### src/rtl/mem_arbiter_pkg.sv
// Shared types for the LC-3b memory port arbiter: line type, FSM states and requester sides.
package mem_arbiter_pkg;

  localparam int LINE_W = 128;
  localparam int ADDR_W = 16;

  typedef logic [127:0] lc3b_line;

  typedef enum logic [1:0] {
    ARB_IDLE    = 2'd0,
    ARB_SERVE_I = 2'd1,
    ARB_SERVE_D = 2'd2
  } arb_state_t;

  typedef enum logic [0:0] {
    ARB_INST = 1'b0,
    ARB_DATA = 1'b1
  } arb_side_t;

  // Round-robin choice when both sides are pending: serve whoever did not go last.
  function automatic arb_state_t rr_pick(input arb_side_t last_grant);
    rr_pick = (last_grant == ARB_DATA) ? ARB_SERVE_I : ARB_SERVE_D;
  endfunction

endpackage

### src/rtl/mux2.sv
// Generic two-input multiplexer used for the arbiter's port steering.
module mux2 #(
  parameter int W = 1
) (
  input  logic         sel,
  input  logic [W-1:0] a,
  input  logic [W-1:0] b,
  output logic [W-1:0] f
);

  assign f = sel ? b : a;

endmodule

### src/rtl/mem_arbiter.sv
// Arbitrates the single physical memory port between the I-cache miss path and
// the D-cache miss/writeback path, returning each response only to its owner.
module mem_arbiter
  import mem_arbiter_pkg::*;
#(
  parameter int LINE_W_P = LINE_W,
  parameter int ADDR_W_P = ADDR_W
) (
  input  logic                clk,
  input  logic                reset_n,
  input  logic                i_read,
  input  logic [ADDR_W_P-1:0] i_address,
  output logic [LINE_W_P-1:0] i_rdata,
  output logic                i_resp,
  input  logic                d_read,
  input  logic                d_write,
  input  logic [ADDR_W_P-1:0] d_address,
  input  logic [LINE_W_P-1:0] d_wdata,
  output logic [LINE_W_P-1:0] d_rdata,
  output logic                d_resp,
  output logic                pmem_read,
  output logic                pmem_write,
  output logic [ADDR_W_P-1:0] pmem_address,
  output logic [LINE_W_P-1:0] pmem_wdata,
  input  logic [LINE_W_P-1:0] pmem_rdata,
  input  logic                pmem_resp
);

  arb_state_t state_q, state_d;
  arb_side_t  last_q, last_d;

  logic i_pend_s, d_pend_s;
  logic serve_i_s, serve_d_s, busy_s;

  logic [ADDR_W_P-1:0] addr_sel_s;
  logic [ADDR_W_P-1:0] addr_zero_s;
  logic [LINE_W_P-1:0] line_zero_s;

  assign i_pend_s    = i_read;
  assign d_pend_s    = d_read | d_write;
  assign serve_i_s   = (state_q == ARB_SERVE_I);
  assign serve_d_s   = (state_q == ARB_SERVE_D);
  assign busy_s      = serve_i_s | serve_d_s;
  assign addr_zero_s = '0;
  assign line_zero_s = '0;

  // State and last-grant registers.
  always_ff @(posedge clk or negedge reset_n) begin
    if (!reset_n) begin
      state_q <= ARB_IDLE;
      last_q  <= ARB_DATA;
    end else begin
      state_q <= state_d;
      last_q  <= last_d;
    end
  end

  // Next-state: grant in IDLE, hold the grant until memory answers.
  always_comb begin
    state_d = state_q;
    last_d  = last_q;
    unique case (state_q)
      ARB_IDLE: begin
        if (i_pend_s && d_pend_s) begin
          state_d = rr_pick(last_q);
        end else if (i_pend_s) begin
          state_d = ARB_SERVE_I;
        end else if (d_pend_s) begin
          state_d = ARB_SERVE_D;
        end else begin
          state_d = ARB_IDLE;
        end
      end
      ARB_SERVE_I: begin
        if (pmem_resp) begin
          state_d = ARB_IDLE;
          last_d  = ARB_INST;
        end else begin
          state_d = ARB_SERVE_I;
        end
      end
      ARB_SERVE_D: begin
        if (pmem_resp) begin
          state_d = ARB_IDLE;
          last_d  = ARB_DATA;
        end else begin
          state_d = ARB_SERVE_D;
        end
      end
      default: begin
        state_d = ARB_IDLE;
        last_d  = last_q;
      end
    endcase
  end

  // Address: pick the granted side, then force zero while idle.
  mux2 #(.W(ADDR_W_P)) u_addr_side (
    .sel (serve_d_s),
    .a   (i_address),
    .b   (d_address),
    .f   (addr_sel_s)
  );

  mux2 #(.W(ADDR_W_P)) u_addr_gate (
    .sel (busy_s),
    .a   (addr_zero_s),
    .b   (addr_sel_s),
    .f   (pmem_address)
  );

  mux2 #(.W(LINE_W_P)) u_wdata (
    .sel (serve_d_s),
    .a   (line_zero_s),
    .b   (d_wdata),
    .f   (pmem_wdata)
  );

  mux2 #(.W(LINE_W_P)) u_irdata (
    .sel (serve_i_s),
    .a   (line_zero_s),
    .b   (pmem_rdata),
    .f   (i_rdata)
  );

  mux2 #(.W(LINE_W_P)) u_drdata (
    .sel (serve_d_s),
    .a   (line_zero_s),
    .b   (pmem_rdata),
    .f   (d_rdata)
  );

  // Strobes track the granted requester live; a simultaneous read+write is treated as a write.
  always_comb begin
    pmem_read  = 1'b0;
    pmem_write = 1'b0;
    i_resp     = 1'b0;
    d_resp     = 1'b0;
    unique case (state_q)
      ARB_IDLE: begin
        pmem_read  = 1'b0;
        pmem_write = 1'b0;
      end
      ARB_SERVE_I: begin
        pmem_read = i_read;
        i_resp    = pmem_resp;
      end
      ARB_SERVE_D: begin
        pmem_write = d_write;
        pmem_read  = d_read & ~d_write;
        d_resp     = pmem_resp;
      end
      default: begin
        pmem_read  = 1'b0;
        pmem_write = 1'b0;
      end
    endcase
  end

endmodule

### config.mk
export PLATFORM = sky130hd
export DESIGN_NAME = mem_arbiter
export DESIGN_NICKNAME = d
export VERILOG_FILES = /design/src/rtl/mem_arbiter_pkg.sv /design/src/rtl/mux2.sv /design/src/rtl/mem_arbiter.sv
export SDC_FILE = /design/constraint.sdc
export NUM_CORES = 1
export LEC_CHECK = 0
export BUFFER_PORTS_ARGS = -buffer_cell sky130_fd_sc_hd__buf_2
export CAP_MARGIN = 5
export CORE_AREA = 2 2 270 272
export CTS_BUF_LIST = sky130_fd_sc_hd__clkbuf_2 sky130_fd_sc_hd__clkbuf_4 sky130_fd_sc_hd__clkbuf_8
export CTS_CLUSTER_DIAMETER = 80
export DETAILED_ROUTE_END_ITERATION = 12
export DIE_AREA = 0 0 272 274
export PLACE_DENSITY_LB_ADDON = 0.15
export SLEW_MARGIN = 20
export SYNTH_ARGS = -nofsm -noshare
export SYNTH_HDL_FRONTEND = slang
export SYNTH_SLANG_ARGS = --single-unit
### constraint.sdc
create_clock -name clk -period 3.5 [get_ports clk]
set_clock_uncertainty 0.05 [all_clocks]
set_input_delay 0.7 -clock clk [delete_from_list [all_inputs] [get_ports clk]]
set_output_delay 0.7 -clock clk [all_outputs]
set_load 0.005 [all_outputs]
# Yosys cells after proc, flatten, opt, wreduce, memory -nomap -nowiden
# Cells that the tools add are included.
dict set report totals {
  word_cells 33
  ff_bits 3
}
dict set report op_classes {
  eq_ne 4
  reduce_logical 4
  n_bitwise 4
  muxes 19
}
# operator n
set op_table {}
lappend op_table {{128-bit two-way mux} 3}
lappend op_table {{16-bit two-way mux} 2}
lappend op_table {{2-bit two-way mux} 5}
lappend op_table {{1-bit two-way mux} 6}
lappend op_table {{2-bit one-hot mux with 3 select lines} 1}
lappend op_table {{2-bit inequality test (second input constant)} 2}
lappend op_table {{1-bit one-hot mux with 2 select lines} 2}
lappend op_table {{3-bit AND reduction} 1}
lappend op_table {{2-bit by 1-bit equality test with 1-bit output (second input constant)} 1}
lappend op_table {{2-bit equality test (second input constant)} 1}
lappend op_table {{2-bit logical NOT} 1}
lappend op_table {{1-bit bitwise OR} 2}
lappend op_table {{2-bit nonzero test} 1}
lappend op_table {{1-bit bitwise AND} 1}
lappend op_table {{1-bit logical AND} 1}
lappend op_table {{1-bit inverter} 1}

# Depth between registers and ports, before layout
# Gate-level depths: netlist (run 1).
dict set report logic_depth {
  word_depth 5
  depth_mapped 6
  depth_no_buf 4
}

# Modules after synthesis
# Synthesis (run 1) repeated with hierarchy kept, for this count alone.
dict set report unflattened {
  hier_cells 490
  hier_area_um2 5616.6
}
# module cells_each area_per_inst_um2 instances
set modules_own_cells {}
lappend modules_own_cells {{mux2 (u_drdata ...)} 142 1619.1 3}
lappend modules_own_cells {{mux2 (u_addr_gate ...)} 18 249.0 2}
lappend modules_own_cells {mem_arbiter 28 261.5 1}

# Least setup slack after synthesis (run 1)
# Ideal clock, no wire load.
dict set report synth_path {
  kind {register -> output}
  from {register state_q[0]}
  to {output port pmem_read}
  path_buffers 2
  setup_slack_ns 1.535
  stages_incl_launch_ff 7
  required_time_ns 2.750
  t_arrival_ns 1.215
  path_cell_list {dfrtp_1 > inv_1 > ha_1 > buf_4 > clkbuf_1 > nand3b_1 > a21boi_0}
}
dict set report synth_via {
  elab_chain_cells 2
  word_cells_on_any_way 3
  cone_classes {eq/ne: 2; mux: 1}
}
# element line
set synth_lines {}
lappend synth_lines {{start, declared} mem_arbiter.sv:29} ;# arb_state_t state_q, state_d;
lappend synth_lines {{start signal, assigned} mem_arbiter.sv:53} ;# state_q <= state_d;
lappend synth_lines {{2-bit equality test / 2-bit by 1-bit equality test with 1-bit output (equally long branches)} mem_arbiter.sv:139} ;# unique case (state_q)
lappend synth_lines {{1-bit one-hot mux with 2 select lines *} mem_arbiter.sv:139}
lappend synth_lines {{end, declared} mem_arbiter.sv:21} ;# output logic pmem_read,
# Mark *: on every way between the ends. The rest lies on a longest branch, timed or not.

# Worst setup path in the final report (run 1)
dict set report layout_path {
  from {register state_q[0]}
  to {output port pmem_address[1]}
}
dict set report layout_via {
  elab_chain_cells 3
  word_cells_on_any_way 5
  cone_classes {eq/ne: 2; mux: 2; bitwise: 1}
}
# element line
set layout_lines {}
lappend layout_lines {{2-bit equality test / 2-bit by 1-bit equality test with 1-bit output (equally long branches)} {mem_arbiter.sv:42, mem_arbiter.sv:41}}
lappend layout_lines {{16-bit two-way mux / 1-bit bitwise OR (equally long branches)} {mux2.sv:11, mem_arbiter.sv:43}}
lappend layout_lines {{16-bit two-way mux *} mux2.sv:11} ;# assign f = sel ? b : a;
lappend layout_lines {{end, declared} mem_arbiter.sv:23} ;# output logic [ADDR_W_P-1:0] pmem_address,
# Marked as above.

==> metrics.csv, run 1 <==
stage,metric,value,unit
grt,grt.overflow.total,0,
power_and_ir_drop,power_density,497,nW/µm²
cells_and_area,layout.nets,1455,
setup_path,cp_max_fo,133,
drt,drt-initial-drc-count,174,
clock_network,worstSkewPairLatency,0.22,ns
timing,rsz0062_at_grt,false,
timing,finalSetupViolations,0,
drt,vias,5590,
logic_synthesis,synth.avg_cell_area,6.44,µm²
setup_path,crit_path_end_kind,output pin,
placed_design,dp.cells,2111,
placed_design,dp_hpwl,22000,µm
clock_network,clk_pin_slew_worst_paths,0.03,ns
logic_synthesis,yosysWarnings,0,
placed_design,portBuffers,697,
timing,fin_crit,2.71,ns
grt,grt_pass1_wl,32500,µm
floorplan,die_x,272,µm
clock_network,numCtsBuffers,3,
clock_network,htree_levels,1,
run_status,outcome,finished clean,
clock_network,postCtsSetupRepairBufs,0,
setup_path,rr_worst_depth,5,
logic_synthesis,ys_seq_area_share,2.43,%
clock_network,cts-resized-gates,0,
clock_network,cts_buffer_depth,2,
setup_path,critPathRequiredTime,2.75,ns
cells_and_area,drive_above_1_share,62.2,%
cells_and_area,final_cell_mix,"697 x buf_2, 387 x and2_1, 16 x mux2i_1, 16 x nor2b_1, 9 x buf_4",
logic_synthesis,ys_types,24,
timing,tns,0,ns
setup_path,cp.depth,6,
setup_path,worst_path_largest_cell_delay,0.42,ns
floorplan,start_util,4.36,%
setup_path,critPathKind,reg -> out,
drt,drt_pass1_iterations,4,
placed_design,routabilityCongestion,0.772,
timing,slew_headroom,59.6,%
logic_synthesis,synth_nets,786,
power_and_ir_drop,irDropWorstVdd,0.281,mV
floorplan,dieArea,74500,µm²
logic_synthesis,syn_inst,488,
setup_path,critical_path.top_delay_family,buffers and inverters,
timing,fin_crit_sh,77.3,%
logic_synthesis,syn_area,3140,µm²
power_and_ir_drop,total_power,3890,µW
setup_path,start_kind,flip-flop,
grt,grt_usage,5.70,%
grt,antenna_found_initial,3,
cells_and_area,multi_input_area,2850,µm²
clock_network,cts_tree,done,
logic_synthesis,synth_edf_count,0,
setup_path,crit_buf_inv,3,
logic_synthesis,async_flop_share,100,%
setup_path,cp_cell_sequence,"inv_1, ha_4, buf_12, mux2i_1, nor2b_1, buf_2",
clock_network,postCtsHoldBufs,0,
setup_path,cp.arrival,1.96,ns
cells_and_area,seqCellArea,76.3,µm²
clock_network,cts_sinks,3,
drt,routed_wl,24900,µm
timing,worst_pin_slew,0.606,ns
cells_and_area,finalCoreUtilization,10.9,%
hold_path,min_path_type,in -> async,
cells_and_area,fill_cells,8525,
drt,via_per_inst,2.64,
cells_and_area,final_cells,2117,
floorplan,ioPinCount,698,
clock_network,cts_root_buf,clkbuf_8,
timing,hold_viol,0,
setup_path,slowest_stage,dfrtp_1,
logic_synthesis,synth_ff_type,dfrtp_1,
cells_and_area,stdcell_area,7820,µm²
drt,drtAntennaViolNets,0,
cells_and_area,final_common_cell,buf_2,
cells_and_area,area_delta_synth_final,149,%
logic_synthesis,ys_ff_latch,3,
power_and_ir_drop,power.leakage,0.00465,µW
flow_run,maxCapViolations,0,
floorplan,dieHeight,274,µm
drt,routedWlPerCell,11.7,µm
grt,grt_max_degree,134,
drt,drc_errors,0,
placed_design,dpl_cell_area,7770,µm²
grt,grt_pass1_vias,5192,
timing,max_freq,370,MHz
floorplan,rows,99,
floorplan,core-area,72000,µm²
timing,slew_viol_final,0,
==> logic make-up after synthesis <==
family,after synthesis,synth area share (%)
AO/OA/AOI/OAI,7,1.67
adder cells (fa/ha/maj),4,1.59
AND/OR/NAND/NOR,409,81.5
flip-flops,3,2.43
buffers and inverters,49,7.73
multiplexers,16,5.10
==> synth_stat cells (all sizes together) (2+ instances only) <==
master / count / area (µm²)
inv: 3 / 11.3
mux2i: 16 / 160
nor2b: 16 / 100
ha: 4 / 50.1
buf: 9 / 67.6
nand3b: 2 / 15.0
clkbuf: 37 / 164
and2: 387 / 2420
dfrtp: 2 / 50.1
==> state kept, by name, indices dropped and copies added (netlist names) <==
| name | flops |
|---|---|
| state_q | 2 |
| last_q | 1 |
==> stage by stage <==
step                      hold slack, ns  setup WS, ns
after floorplan                    0.354          1.53
after global placement             0.454         0.921
after detailed placement           0.452         0.871
after CTS                          0.221         0.636
after global routing               0.220         0.568
final                              0.226         0.794
==> final timing paths <==
check,startpoint,end,slack (ns)
setup / recovery,state_q[0],pmem_address[1],0.79
hold / removal,reset_n,state_q[0],0.23
setup reg to reg,state_q[0],last_q,1.62
hold reg to reg,last_q,last_q,0.50
max in group asynchronous,reset_n,last_q,2.97
min in group clk,last_q,last_q,0.50
==> where the power goes <==
| part | switching, µW | internal, µW |
|---|---|---|
| combinational | 1830 | 1870 |
| sequential | 20.6 | 56.6 |
| clock | 22.2 | 85.3 |
==> layout make-up <==
type                            instances  share of cell area (%)
Timing Repair Buffer                  710                    46.5
Sequential cell                         3                   0.976
Clock buffer                            4                   0.624
Inverter                                3                   0.144
Tap cell                              959                    15.3
Multi-Input combinational cell        436                    36.4
Antenna cell                            2                  0.0640
==> per-layer routing <==
metal	GRT usage, %	routed length (µm)	up-vias
li1	-	-	2798
met1	5.35	8030	2416
met2	12.2	14100	358
met3	1.30	2170	16
met4	1.29	494	2
met5	0	8	-
Note: power is estimated with default switching activity, not from simulation.
==> run 2: changes to the inputs <==
CORE_AREA = 2 2 273 275   (was 2 2 270 272)
DIE_AREA = 0 0 275 277   (was 0 0 272 274)
clock period = 2.6 ns   (was 3.5 ns; I/O delays follow)
==> run 2 against run 1 <==
First-iteration DRC count is 14% lower. Largest cell class unchanged. Global-route usage is 0.16 points higher. Worst setup slack worse by 0.57 ns. Die area is 2.2% higher. Sequential share of layout area hardly changed. Core utilization is 0.16 points lower. Count of clock-buffer cells in the layout stayed put.
==> metrics.csv, run 2 (synthesis gave the netlist of run 1 again) <==
stage,metric,value,unit,change
timing,worst_pin_slew,0.459,ns,-0.146 ns
setup_path,cp_max_fo,85,,-36%
grt,grt.overflow.total,0,,unchanged
grt,grt_usage,5.87,%,+0.16 points
clock_network,clk_pin_slew_worst_paths,0.03,ns,about the same
clock_network,postCtsHoldBufs,0,,unchanged
timing,hold_viol,0,,unchanged
power_and_ir_drop,internal-power,2820,µW,+40%
setup_path,critPathRequiredTime,2.03,ns,-0.72 ns
drt,drtAntennaViolNets,0,,unchanged
drt,routed_wl,25400,µm,+2.3%
timing,finalSetupViolations,0,,unchanged
clock_network,cts_buffer_depth,2,,unchanged
cells_and_area,final_cell_mix,"697 x buf_2, 387 x and2_1, 16 x mux2i_1, 16 x nor2b_1, 8 x buf_12",,
cells_and_area,top_register,state_q,,
clock_network,cts_sinks,3,,unchanged
grt,grt_max_degree,102,,-24%
timing,tns,0,ns,unchanged
setup_path,cp.arrival,1.80,ns,-0.16 ns
drt,via_per_inst,2.66,,+0.84%
cells_and_area,final_common_cell,buf_2,,
drt,drc_errors,0,,unchanged
placed_design,routabilityCongestion,0.853,,+10%
cells_and_area,finalCoreUtilization,10.7,%,-0.16 points
power_and_ir_drop,power_density,689,nW/µm²,+39%
clock_network,numCtsBuffers,3,,unchanged
drt,drt-initial-drc-count,150,,-14%
grt,grt_pass1_vias,5560,,+7.1%
clock_network,htree_levels,1,,unchanged
power_and_ir_drop,switching_share,48.2,%,-0.12 points
setup_path,crit_path_start,state_q[0],,
floorplan,die_x,275,µm,+1.1%
floorplan,start_util,4.27,%,-0.095 points
power_and_ir_drop,power.leakage,0.00467,µW,+0.32%
cells_and_area,top_regs,"state_q: 2 flops, last_q: 1 flops",,
clock_network,cts_tree,done,,
floorplan,ioPinCount,698,,unchanged
cells_and_area,largest_register_ffs,2,,unchanged
setup_path,critPathKind,reg -> out,,
timing,fin_crit,2.37,ns,
power_and_ir_drop,irDropWorstVdd,0.351,mV,+25%
timing,slew_headroom,69.4,%,+9.8 points
floorplan,dieHeight,277,µm,+1.1%
power_and_ir_drop,power_frac_comb,95.4,%,+0.2 points
floorplan,rows,100,,+1.0%
grt,grt_pass1_wl,34100,µm,+4.8%
grt,antenna_found_initial,2,,-1
placed_design,dp_hpwl,22600,µm,+2.9%
power_and_ir_drop,p_sw,2620,µW,+39%
power_and_ir_drop,clkPwrFrac,2.7,%,about the same
cells_and_area,fill_cells,8728,,+2.4%
drt,drt_pass1_iterations,4,,unchanged
setup_path,reg2reg_from,state_q[0],,
drt,routedWlPerCell,12.0,µm,+1.8%
drt,vias,5661,,+1.3%
placed_design,portBuffers,697,,unchanged
power_and_ir_drop,total_power,5430,µW,+40%
timing,max_freq,421,MHz,
clock_network,postCtsSetupRepairBufs,0,,unchanged
setup_path,start_kind,flip-flop,,
setup_path,crit_path_end_kind,output pin,,
clock_network,worstSkewPairLatency,0.22,ns,about the same
cells_and_area,layout.nets,1455,,unchanged
floorplan,core-area,73600,µm²,+2.2%
floorplan,dieArea,76200,µm²,+2.2%
flow_run,maxCapViolations,0,,unchanged
timing,slew_viol_final,0,,unchanged
timing,fin_crit_sh,91.3,%,
run_status,outcome,finished clean,,
clock_network,cts_root_buf,clkbuf_8,,
hold_path,min_path_type,in -> async,,
timing,rsz0062_at_grt,false,,
clock_network,cts-resized-gates,0,,unchanged
cells_and_area,area_delta_synth_final,151,%,
power_and_ir_drop,pwr-share-seq,1.9,%,about the same
cells_and_area,drive_above_1_share,62.2,%,unchanged
## run 2: changes by cell type in the layout (fill, tap and decap cells not counted), sizes merged
cell   change
diode      -1
## run 2: layer usage
layer,GRT usage [%],vias up,routed length (µm)
met5,0,-,0
met4,1.34,0,554
met3,0.702,14,2020
met2,12.9,348,14500
met1,5.47,2509,8310
li1,-,2790,-
## run 2: area by class of cell
cell class | count | area, µm² | share of cell area (%)
Antenna cell | 1 | 2.50 | 0.0317
Clock buffer | 4 | 48.8 | 0.619
Inverter | 3 | 11.3 | 0.143
Multi-Input combinational cell | 436 | 2850 | 36.1
Sequential cell | 3 | 76.3 | 0.968
Tap cell | 969 | 1210 | 15.4
Timing Repair Buffer | 710 | 3690 | 46.8
## run 2: critical path: stages, from the launching register on
cell	delay, ns
dfrtp_1	0.41
inv_1	0.14
ha_4	0.18
buf_12	0.24
mux2i_1	0.32
nor2b_1	0.08
buf_2	0.15
## run 2: final timing paths
kind / end / slack, ns / cells after the start
max: pmem_address[15] / 0.23 / 6
min in group clk: last_q / 0.47 / 2
max in group asynchronous: last_q / 2.25 / 1
min: state_q[1] / 0.05 / 1
min reg2reg: last_q / 0.47 / 2
max reg2reg: state_q[1] / 1.01 / 5
## run 2: power by group through the flow
stage,clock network [µW],registers (µW),logic [µW]
detailed placement,0,100,5330
floorplan,0,89.4,2500
CTS,153,101,5350
global route,156,105,5780
finish,148,101,5180
global placement,0,101,5450
## run 2: through the flow
step | instances | setup slack, ns | hold WS, ns | area [µm²]
final | 2126 | 0.226 | 0.0505 | 7880
after detailed placement | 2121 | 0.389 | 0.274 | 7830
after floorplan | 488 | 0.815 | 0.174 | 3140
after global routing | 2126 | 0.0837 | 0.0427 | 7880
after global placement | 2121 | 0.325 | 0.276 | 7830
after CTS | 2125 | 0.151 | 0.0420 | 7880
==> run 3: changes to the inputs <==
SYNTH_HIERARCHICAL = 1   (was default)
==> run 3 against run 2 <==
Core utilization increased by 5.1 points. Sequential power barely moved. Non-clock buffer count grew 11. Combinational power grew 58%. Synthesized cell count grew 0.41%. Global-route usage grew 2.0 points. First-iteration DRC count fell by 14%. Via count rose by 28%. Die area stayed put. Fmax fell by 5.3%. Clock power is essentially flat. Critical path depth increased by 1.
==> metrics.csv, run 3 <==
stage,metric,value,unit,change
clock_network,cts_tree,done,,
grt,grt_max_degree,73,,-28%
cells_and_area,largest_register_ffs,2,,unchanged
setup_path,cp_cell_sequence,"inv_2, ha_4, buf_12, buf_12, mux2_2, mux2_2, buf_2",,
clock_network,worstSkewPairLatency,0.22,ns,about the same
logic_synthesis,ys_types,22,,-8.3%
clock_network,cts_root_buf,clkbuf_8,,
logic_synthesis,synth_commonest_cells,"396 x mux2_2, 24 x clkbuf_8, 20 x buf_6, 20 x mux2_4, 4 x ha_1",,
flow_run,maxCapViolations,0,,unchanged
clock_network,numCtsBuffers,3,,unchanged
floorplan,die_x,275,µm,unchanged
drt,drc_errors,0,,unchanged
placed_design,portBuffers,697,,unchanged
clock_network,htree_levels,1,,unchanged
grt,grt_pass1_vias,7349,,+32%
setup_path,r2r_end,last_q,,
setup_path,critPathKind,reg -> out,,
logic_synthesis,yosysMostFrequentCell,mux2_2,,
logic_synthesis,synth_edf_count,0,,unchanged
clock_network,postCtsHoldBufs,0,,unchanged
setup_path,critical_path.top_delay_family,multiplexers,,
timing,setup_slack,0.0931,ns,-0.133 ns
timing,rsz0062_at_grt,false,,
hold_path,min_path_type,in -> async,,
floorplan,dieHeight,277,µm,unchanged
timing,max_freq,399,MHz,-5.3%
floorplan,ioPinCount,698,,unchanged
placed_design,routabilityCongestion,0.864,,+1.3%
setup_path,slowest_stage,dfrtp_1,,
cells_and_area,finalCoreUtilization,15.8,%,+5.1 points
logic_synthesis,synth_area_leaders,"mux2_2 79%, clkbuf_8 5.9%, mux2_4 5.3%, buf_6 4.0%, dfrtp_1 0.89%",,
setup_path,cp.arrival,1.94,ns,+0.14 ns
floorplan,start_util,7.63,%,+3.4 points
setup_path,crit_buf_inv,4,,+1
setup_path,critPathRequiredTime,2.03,ns,about the same
logic_synthesis,ys_ff_latch,3,,unchanged
logic_synthesis,syn_inst,490,,+0.41%
drt,routed_wl,32600,µm,+28%
setup_path,rr_worst_depth,4,,-1
timing,fin_crit,2.51,ns,+0.133 ns
drt,drt-initial-drc-count,129,,-14%
drt,wl_met2,17800,µm,+23%
cells_and_area,layout.nets,1867,,+28%
drt,routed.top_layer,met5,,
timing,slew_viol_final,0,,unchanged
grt,grt.overflow.total,0,,unchanged
timing,hold_ws,0.0499,ns,-0.000581 ns
setup_path,crit_end,pmem_address[3],,
grt,antenna_found_initial,10,,+8
drt,routedWlPerCell,12.8,µm,+7.1%
setup_path,start_kind,flip-flop,,
floorplan,dieArea,76200,µm²,unchanged
logic_synthesis,ys_seq_area_share,1.36,%,-1.1 points
logic_synthesis,syn_area,5620,µm²,+79%
setup_path,crit_path_start,state_q[0],,
power_and_ir_drop,power.leakage,0.00599,µW,+28%
setup_path,regToRegSetupSlack,1.22,ns,+0.21 ns
placed_design,dp_hpwl,29000,µm,+28%
cells_and_area,final_cell_mix,"697 x buf_2, 400 x conb_1, 396 x mux2_2",,
cells_and_area,top_regs,"state_q: 2 flops, last_q: 1 flops",,
drt,vias,7248,,+28%
cells_and_area,final_common_cell,buf_2,,
logic_synthesis,post-synth-top-area-fraction,79.4,%,+2.3 points
cells_and_area,area_delta_synth_final,107,%,
floorplan,core-area,73600,µm²,unchanged
logic_synthesis,async_flop_share,100,%,unchanged
timing,finalSetupViolations,0,,unchanged
drt,met3_length,2920,µm,+45%
grt,grt_usage,7.87,%,+2.0 points
logic_synthesis,synth_ff_type,dfrtp_1,,
power_and_ir_drop,irDropWorstVdd,0.315,mV,-10%
cells_and_area,drive_above_1_share,73.2,%,+11 points
placed_design,pre_cts_slack,0.211,ns,-0.177 ns
drt,drt_pass1_iterations,4,,unchanged
setup_path,cp_max_fo,14,,-84%
cells_and_area,top_register,state_q,,
run_status,outcome,finished clean,,
drt,m1WireLength,11500,µm,+38%
timing,hold_viol,0,,unchanged
setup_path,reg2reg_from,state_q[0],,
clock_network,clk_pin_slew_worst_paths,0.04,ns,about the same
clock_network,cts_sinks,3,,unchanged
power_and_ir_drop,power_density,726,nW/µm²,+5.4%
setup_path,worst_path_largest_cell_delay,0.43,ns,+0.02 ns
logic_synthesis,synth.avg_cell_area,11.5,µm²,+78%
timing,tns,0,ns,unchanged
clock_network,cts_buffer_depth,2,,unchanged
grt,grt_pass1_wl,45700,µm,+34%
drt,drtAntennaViolNets,0,,unchanged
floorplan,rows,100,,unchanged
timing,fin_crit_sh,96.4,%,+5.1 points
logic_synthesis,synth_area_leader_cell,mux2_2,,
setup_path,cp.depth,7,,+1
drt,via_per_inst,2.85,,+7.0%
logic_synthesis,yosysWarnings,6,,+6
setup_path,crit_path_end_kind,output pin,,
==> run 3: cell count changes in the layout (fill, tap and decap cells not counted), moves of 2 or more <==
| cell | change |
|---|---|
| nand2b_1 | +2 |
| and2_1 | -384 |
| conb_1 | +400 |
| mux2i_1 | -16 |
| mux2_4 | +20 |
| nor2b_1 | -16 |
| diode_2 | +6 |
| buf_4 | +8 |
| mux2_2 | +396 |
==> run 3: layer usage <==
layer	up-vias	GRT usage (%)
li1	3626	-
met2	315	15.7
met4	2	1.52
met1	3287	7.93
met5	-	0
met3	18	2.21
==> run 3: layout make-up <==
cell class	count	area [µm²]
diodes	7	17.5
clock buffers	4	48.8
fillers	8586	61900
inverters	3	11.3
multi-input cells	837	6460
flip-flops and latches	3	76.3
well taps	969	1210
repair buffers	721	3810
==> run 3: what timing repair did <==
action / CTS / global route
resized for setup: 0 / 2
endpoints found under the setup margin: 4 / 17
setup buffers: 0 / 3
gates cloned: 1 / 0
endpoints found under the hold margin: 0 / 0
==> run 3: logic make-up (layout without fill, tap and decap cells) <==
group,Yosys count,after routing,synth area share [%]
AND/OR/NAND/NOR,11,11,1.23
buffers and inverters,49,728,10.8
multiplexers,416,416,84.7
other,1,407,0.0668
adder cells (fa/ha/maj),4,4,0.891
flip-flops,3,3,1.36
AO/OA/AOI/OAI,6,6,0.914
==> run 3: how the worst min path moves through the flow <==
stage | start | to | cells after the start
floorplan | reset_n | state_q[0] | 0
global placement | reset_n | state_q[1] | 1
detailed placement | reset_n | state_q[1] | 1
CTS | reset_n | state_q[0] | 1
global route | reset_n | state_q[0] | 1
finish | reset_n | state_q[0] | 1
==> run 3: worst register-to-register path, stage by stage (launching register included) <==
cell     delay [ns]
dfrtp_1        0.42
inv_2          0.08
ha_1           0.47
a21oi_1        0.11
a31oi_1        0.16
==> run 3: power by group <==
| part | leakage (µW) | internal [µW] | switching [µW] |
|---|---|---|---|
| Combinational | 0.00593 | 4640 | 3550 |
| Sequential | 0.0000359 | 75.9 | 25.3 |
| Clock | 0.0000262 | 115 | 34.4 |
==> run 3: metrics by stage <==
stage | area, µm² | std cells | total power (µW)
final | 11600 | 2544 | 8440
after detailed placement | 11500 | 2529 | 8330
after global placement | 11500 | 2529 | 8400
after CTS | 11600 | 2534 | 8620
after global routing | 11600 | 2544 | 9190
after floorplan | 7110 | 889 | 5540
